**src/rtl/alu_seq.sv**
```systemverilog
// alu_seq: multi-cycle ALU for the execute stage.
// Single-cycle ops are resolved at accept and presented the next cycle.
// MUL is an iterative shift-add unit. DIVU/REMU is a restoring divider.
// Both multi-cycle units produce one bit per cycle.
// One operation is in flight at a time. A valid/ready handshake is used on both sides.
module alu_seq #(
    parameter int WIDTH = 32,
    parameter int SHW   = $clog2(WIDTH),
    parameter int CNT_W = $clog2(WIDTH) + 1
) (
    input  logic             clk,
    input  logic             rst_n,
    input  logic             in_valid,
    output logic             in_ready,
    input  logic [3:0]       op,
    input  logic [WIDTH-1:0] srca,
    input  logic [WIDTH-1:0] srcb,
    input  logic [SHW-1:0]   shift,
    output logic             out_valid,
    input  logic             out_ready,
    output logic [WIDTH-1:0] aluresult,
    output logic [3:0]       flags,
    output logic             div0
);

    localparam logic [3:0] OP_ADD  = 4'h0;
    localparam logic [3:0] OP_OR   = 4'h1;
    localparam logic [3:0] OP_AND  = 4'h2;
    localparam logic [3:0] OP_XOR  = 4'h3;
    localparam logic [3:0] OP_NOR  = 4'h4;
    localparam logic [3:0] OP_SLL  = 4'h5;
    localparam logic [3:0] OP_ROL  = 4'h6;
    localparam logic [3:0] OP_SUB  = 4'h7;
    localparam logic [3:0] OP_SRL  = 4'h8;
    localparam logic [3:0] OP_SRA  = 4'h9;
    localparam logic [3:0] OP_ROR  = 4'hA;
    localparam logic [3:0] OP_SLT  = 4'hB;
    localparam logic [3:0] OP_SLTU = 4'hC;
    localparam logic [3:0] OP_MUL  = 4'hD;
    localparam logic [3:0] OP_DIVU = 4'hE;
    localparam logic [3:0] OP_REMU = 4'hF;

    typedef enum logic [1:0] {
        ST_IDLE = 2'd0,
        ST_MUL  = 2'd1,
        ST_DIV  = 2'd2,
        ST_OUT  = 2'd3
    } state_t;

    state_t             state_q;
    logic [3:0]         op_q;
    logic [WIDTH-1:0]   x_q;      // MUL: multiplicand shifted left; DIV: divisor
    logic [WIDTH-1:0]   y_q;      // MUL: multiplier shifted right; DIV: dividend -> quotient
    logic [WIDTH-1:0]   acc_q;    // MUL: partial product; DIV: partial remainder
    logic [WIDTH-1:0]   a_q;      // original dividend, returned by REMU on a zero divisor
    logic [CNT_W-1:0]   cnt_q;
    logic [WIDTH-1:0]   res_q;
    logic [3:0]         flags_q;
    logic               div0_q;

    // {N,Z,C,V} from a result plus the carry/overflow bits of the op
    function automatic logic [3:0] mk_flags(input logic [WIDTH-1:0] r,
                                            input logic c, input logic v);
        return {r[WIDTH-1], (r == {WIDTH{1'b0}}), c, v};
    endfunction

    // ------------------------------------------------------------------
    // Single-cycle datapath, evaluated on the live inputs at accept
    // ------------------------------------------------------------------
    logic [WIDTH:0]   sum_s;
    logic [WIDTH:0]   diff_s;
    logic [SHW-1:0]   shift_neg_s;
    logic             add_v_s;
    logic             sub_v_s;
    logic [WIDTH-1:0] sc_res_s;
    logic             sc_c_s;
    logic             sc_v_s;

    assign sum_s       = {1'b0, srca} + {1'b0, srcb};
    assign diff_s      = {1'b0, srca} - {1'b0, srcb};
    // (WIDTH - shift) mod WIDTH. A zero shift makes both rotate halves equal to srca.
    assign shift_neg_s = {SHW{1'b0}} - shift;
    assign add_v_s     = (srca[WIDTH-1] == srcb[WIDTH-1]) && (sum_s[WIDTH-1] != srca[WIDTH-1]);
    assign sub_v_s     = (srca[WIDTH-1] != srcb[WIDTH-1]) && (diff_s[WIDTH-1] != srca[WIDTH-1]);

    // Select the single-cycle result and its carry/overflow
    always_comb begin
        sc_res_s = {WIDTH{1'b0}};
        sc_c_s   = 1'b0;
        sc_v_s   = 1'b0;
        case (op)
            OP_ADD: begin
                sc_res_s = sum_s[WIDTH-1:0];
                sc_c_s   = sum_s[WIDTH];
                sc_v_s   = add_v_s;
            end
            OP_SUB: begin
                sc_res_s = diff_s[WIDTH-1:0];
                sc_c_s   = ~diff_s[WIDTH];
                sc_v_s   = sub_v_s;
            end
            OP_OR:   sc_res_s = srca | srcb;
            OP_AND:  sc_res_s = srca & srcb;
            OP_XOR:  sc_res_s = srca ^ srcb;
            OP_NOR:  sc_res_s = ~(srca | srcb);
            OP_SLL:  sc_res_s = srca << shift;
            OP_ROL:  sc_res_s = (srca << shift) | (srca >> shift_neg_s);
            OP_SRL:  sc_res_s = srca >> shift;
            OP_SRA:  sc_res_s = $signed(srca) >>> shift;
            OP_ROR:  sc_res_s = (srca >> shift) | (srca << shift_neg_s);
            OP_SLT:  sc_res_s = {{(WIDTH-1){1'b0}}, ($signed(srca) < $signed(srcb))};
            OP_SLTU: sc_res_s = {{(WIDTH-1){1'b0}}, (srca < srcb)};
            OP_MUL, OP_DIVU, OP_REMU: sc_res_s = {WIDTH{1'b0}};
            default: sc_res_s = {WIDTH{1'b0}};
        endcase
    end

    // ------------------------------------------------------------------
    // Iterative datapath
    // ------------------------------------------------------------------
    logic [WIDTH-1:0] mul_acc_d;
    logic [WIDTH:0]   div_trial_s;
    logic [WIDTH:0]   div_diff_s;
    logic             div_fit_s;
    logic [WIDTH-1:0] div_rem_d;
    logic [WIDTH-1:0] div_quo_d;
    logic             div_by0_s;
    logic             cnt_last_s;
    logic [WIDTH-1:0] div_res_s;

    assign mul_acc_d   = acc_q + (y_q[0] ? x_q : {WIDTH{1'b0}});
    // Shift the next dividend bit (MSB first) into the partial remainder and trial-subtract
    assign div_trial_s = {acc_q, y_q[WIDTH-1]};
    assign div_diff_s  = div_trial_s - {1'b0, x_q};
    assign div_fit_s   = ~div_diff_s[WIDTH];
    assign div_rem_d   = div_fit_s ? div_diff_s[WIDTH-1:0] : div_trial_s[WIDTH-1:0];
    assign div_quo_d   = {y_q[WIDTH-2:0], div_fit_s};
    assign div_by0_s   = (x_q == {WIDTH{1'b0}});
    assign cnt_last_s  = (cnt_q == CNT_W'(WIDTH - 1));

    // Final divider result, with forced values for a zero divisor
    always_comb begin
        div_res_s = div_rem_d;
        if (div_by0_s) begin
            if (op_q == OP_DIVU) begin
                div_res_s = {WIDTH{1'b1}};
            end else begin
                div_res_s = a_q;
            end
        end else begin
            if (op_q == OP_DIVU) begin
                div_res_s = div_quo_d;
            end else begin
                div_res_s = div_rem_d;
            end
        end
    end

    // Control FSM with registered result, flags and div0
    always_ff @(posedge clk or negedge rst_n) begin
        if (!rst_n) begin
            state_q <= ST_IDLE;
            op_q    <= 4'h0;
            x_q     <= {WIDTH{1'b0}};
            y_q     <= {WIDTH{1'b0}};
            acc_q   <= {WIDTH{1'b0}};
            a_q     <= {WIDTH{1'b0}};
            cnt_q   <= {CNT_W{1'b0}};
            res_q   <= {WIDTH{1'b0}};
            flags_q <= 4'h0;
            div0_q  <= 1'b0;
        end else begin
            case (state_q)
                ST_IDLE: begin
                    if (in_valid) begin
                        op_q  <= op;
                        acc_q <= {WIDTH{1'b0}};
                        cnt_q <= {CNT_W{1'b0}};
                        if (op == OP_MUL) begin
                            x_q     <= srca;
                            y_q     <= srcb;
                            state_q <= ST_MUL;
                        end else if ((op == OP_DIVU) || (op == OP_REMU)) begin
                            x_q     <= srcb;
                            y_q     <= srca;
                            a_q     <= srca;
                            state_q <= ST_DIV;
                        end else begin
                            res_q   <= sc_res_s;
                            flags_q <= mk_flags(sc_res_s, sc_c_s, sc_v_s);
                            div0_q  <= 1'b0;
                            state_q <= ST_OUT;
                        end
                    end
                end
                ST_MUL: begin
                    acc_q <= mul_acc_d;
                    x_q   <= x_q << 1;
                    y_q   <= y_q >> 1;
                    cnt_q <= cnt_q + CNT_W'(1);
                    if (cnt_last_s) begin
                        res_q   <= mul_acc_d;
                        flags_q <= mk_flags(mul_acc_d, 1'b0, 1'b0);
                        div0_q  <= 1'b0;
                        state_q <= ST_OUT;
                    end
                end
                ST_DIV: begin
                    acc_q <= div_rem_d;
                    y_q   <= div_quo_d;
                    cnt_q <= cnt_q + CNT_W'(1);
                    if (cnt_last_s) begin
                        res_q   <= div_res_s;
                        flags_q <= mk_flags(div_res_s, 1'b0, 1'b0);
                        div0_q  <= div_by0_s;
                        state_q <= ST_OUT;
                    end
                end
                ST_OUT: begin
                    if (out_ready) begin
                        state_q <= ST_IDLE;
                    end
                end
                default: state_q <= ST_IDLE;
            endcase
        end
    end

    assign in_ready  = (state_q == ST_IDLE);
    assign out_valid = (state_q == ST_OUT);
    assign aluresult = res_q;
    assign flags     = flags_q;
    assign div0      = div0_q;

endmodule

```
**config.mk**
```make
export PLATFORM = sky130hd
export DESIGN_NAME = alu_seq
export DESIGN_NICKNAME = d
export VERILOG_FILES = /design/src/rtl/alu_seq.sv
export SDC_FILE = /design/constraint.sdc
export NUM_CORES = 1
export LEC_CHECK = 0
export CELL_PAD_IN_SITES_DETAIL_PLACEMENT = 1
export CELL_PAD_IN_SITES_GLOBAL_PLACEMENT = 2
export CORE_MARGIN = 5
export CORE_UTILIZATION = 40
export DETAILED_ROUTE_END_ITERATION = 16
export PLACE_DENSITY = 0.88
export REMOVE_ABC_BUFFERS = 1
export SLEW_MARGIN = 15
export SYNTH_ARGS = -nofsm -noshare
export SYNTH_HDL_FRONTEND = slang
export SYNTH_SLANG_ARGS = --single-unit
```
**constraint.sdc**
```tcl
create_clock -name clk -period 8.7 [get_ports clk]
set_input_delay 1.74 -clock clk [delete_from_list [all_inputs] [get_ports clk]]
set_output_delay 1.74 -clock clk [all_outputs]
set_load 0.05 [all_outputs]
```
==> results.sh <==
export IMPL_cts_resized=0
export IMPL_relSlewSlack=0.130
export IMPL_nNetsFinal=4104
export IMPL_yosys_register_bits=176
export IMPL_skew_ns=0.0214
export IMPL_netlist_instances=3866
export IMPL_layout_worst_path_cycle_share=0.816
export IMPL_worstSetupPathType="in -> reg"
export IMPL_final_common_cell="nand2_1"
export IMPL_max_freq_ghz=0.141
export IMPL_drc=0
export IMPL_tightest_slew_ns=1.29
export IMPL_grt_pass1_vias=32700
export IMPL_cts_sinks=176
export IMPL_hold_violations=0
export IMPL_syn_area_sq_mm=0.0279
export IMPL_vias_per_cell=7.18
export IMPL_yosys_warnings=0
export IMPL_fillCellCount=8732
export IMPL_p_leak_nw=13.1
export IMPL_tritoncts="built"
export IMPL_rows=96
export IMPL_slew_violations=0
export IMPL_rsz0062_at_grt="false"
export IMPL_final_min_clock_period_ns=7.10
export IMPL_wl_um=174000
export IMPL_report_final_setup_viol=0
export IMPL_layout_drive_gt1_share=0.103
export IMPL_crit_arrival_ns=7.50
export IMPL_clk_pin_slew_ns=0.08
export IMPL_cp_max_fo=12
export IMPL_cts_htree_levels=4
export IMPL_syn_avg_cell_area_sq_um=7.22
export IMPL_clk_path_buf_depth=2
export IMPL_ir_drop_mv=0.536
export IMPL_die_h_um=274
export IMPL_initial_utilization=0.405
export IMPL_stdcell_count=4804
export IMPL_cts_hold_buffers=0
export IMPL_post_dp_hpwl_um=137000
export IMPL_cp_end_kind="register"
export IMPL_cp_required_ns=9.10
export IMPL_start_kind="input port"
export IMPL_root_buffer="clkbuf_16"
export IMPL_synthFlopType="dfrtp_1"
export IMPL_first_pass_iters=6
export IMPL_synth_top_cell_area_share=0.158
export IMPL_min_delay_path_class="reg -> reg"
export IMPL_powerDensity_mw_per_mm2=293
export IMPL_gp_congestion=1.09
export IMPL_grt_antenna_before_repair=17
export IMPL_worstSkewPairLatency_ns=0.47
export IMPL_status="complete, no violations"
export IMPL_grt_max_degree=73
export IMPL_vias=34500
export IMPL_setup_ws_ns=1.60
export IMPL_design_core_area_sq_mm=0.0689
export IMPL_yosys_area_top_type="dfrtp_1"
export IMPL_synthTopCellsByArea="dfrtp_1, ha_1, nand2_1, mux2i_1, a21oi_1"
export IMPL_drt_iter0_markers=5260
export IMPL_wl_per_cell_um=36.3
export IMPL_synth_edff_count=0
export IMPL_dp_cells=4770
export IMPL_async_reset_ff_frac=1.00
export IMPL_drv_cap=0
export IMPL_ys_seq_area_frac=0.158
export IMPL_fin_setup_tns_ns=0
export IMPL_die_area_sq_mm=0.0751
export IMPL_die_width_um=274
export IMPL_place_ws_ns=1.36
export IMPL_postCtsSetupRepairBufs=0
export IMPL_ant_nets=0
export IMPL_fin_util=0.448
export IMPL_synthToLayoutAreaGrowth_pct=10.7
export IMPL_ys_types=100
export IMPL_layout_common_cells="nand2_1, nor2_1, a21oi_1"
export IMPL_ios=116
export IMPL_grtUsageTotal=0.446
export IMPL_cts_buffers=17
export IMPL_grt_pass1_wl_um=246000
export IMPL_portBuffers=115
export IMPL_grt_overflow=0
==> final timing paths <==
kind | start | end | slack (ns) | depth (start not counted)
hold / removal | aluresult[11] | aluresult[11] | 0.48 | 2
max in group asynchronous | rst_n | a_q[25] | 6.08 | 2
hold reg to reg | aluresult[11] | aluresult[11] | 0.48 | 2
setup reg to reg | x_q[21] | flags[2] | 2.09 | 17
setup / recovery | srca[24] | flags[2] | 1.60 | 15
min in group asynchronous | rst_n | x_q[4] | 1.28 | 1
==> registers in the layout (all words and copies together) (netlist names) <==
register / flops
op_q: 4
x_q: 32
aluresult: 32
state_q: 2
y_q: 32
cnt_q: 6
acc_q: 32
a_q: 32
flags: 3
div0: 1
==> synthesized netlist by cell type (79+ instances only) <==
library cell,n
nand2_1,449
nor2_1,411
a21oi_1,326
o21ai_0,257
clkbuf_1,217
dfrtp_1,176
ha_1,165
mux2i_1,164
inv_1,160
nor3_1,104
a211oi_1,83
mux2_2,81
nand3_1,79
==> cell type report <==
class | count | area (sq um) | share of cell area
diodes | 3 | 7.51 | 0.000243
clock inverters | 13 | 175 | 0.00567
flip-flops and latches | 176 | 4400 | 0.143
multi-input cells | 3215 | 21700 | 0.701
inverters | 166 | 623 | 0.0202
well taps | 931 | 1160 | 0.0377
repair buffers | 282 | 2430 | 0.0785
clock buffers | 18 | 439 | 0.0142
==> critical path, stage by stage <==
cell and delay, ns:
clkdlybuf4s50_1 1.02, inv_1 0.15, ha_1 0.50, mux2i_1 0.34, nand2_1 0.12, a32o_1 0.34
a2111oi_0 0.60, o21ai_0 0.23, nor3_1 0.94, a22o_1 0.25, a221o_1 0.21, nand4_1 0.13
or4b_2 0.67, nor2_1 0.12, o31a_1 0.12
==> metrics by stage <==
| step | hold WS (ns) | cell area, sq um | total power, mW |
|---|---|---|---|
| finish | 0.483 | 30900 | 9.07 |
| global route | 0.509 | 30900 | 9.48 |
| floorplan | 0.456 | 26600 | 5.36 |
| CTS | 0.486 | 30900 | 8.78 |
| global placement | 0.458 | 30300 | 7.77 |
| detailed placement | 0.469 | 30300 | 7.88 |
==> layer usage <==
layer | GRT usage | vias up | part of all wire
met2 | 0.619 | 2346 | 0.39
li1 | - | 14400 | -
met1 | 0.629 | 17200 | 0.42
met4 | 0.156 | 30 | 0.045
met5 | 0 | - | 0.0013
met3 | 0.169 | 460 | 0.14
==> cells by family (layout without fill, tap and decap cells) <==
group | Yosys count | after routing | share of synthesized area
adders and majority gates | 169 | 169 | 0.0769
muxes | 300 | 300 | 0.135
AOI/OAI and AO/OA | 1320 | 1320 | 0.314
and+or+nand+nor | 1350 | 1350 | 0.221
buffers and inverters | 475 | 479 | 0.0699
DFF | 176 | 176 | 0.158
xor gates and xnor gates | 76 | 76 | 0.0247
other | 0 | 3 | 0
==> power breakdown <==
part / switching, mW / internal, mW / leakage [nW]
Clock: 0.399 / 0.466 / 0.300
Combinational: 4.46 / 2.10 / 10.6
Sequential: 0.462 / 1.18 / 2.27
No activity file was read; power rests on OpenSTA's default activity.
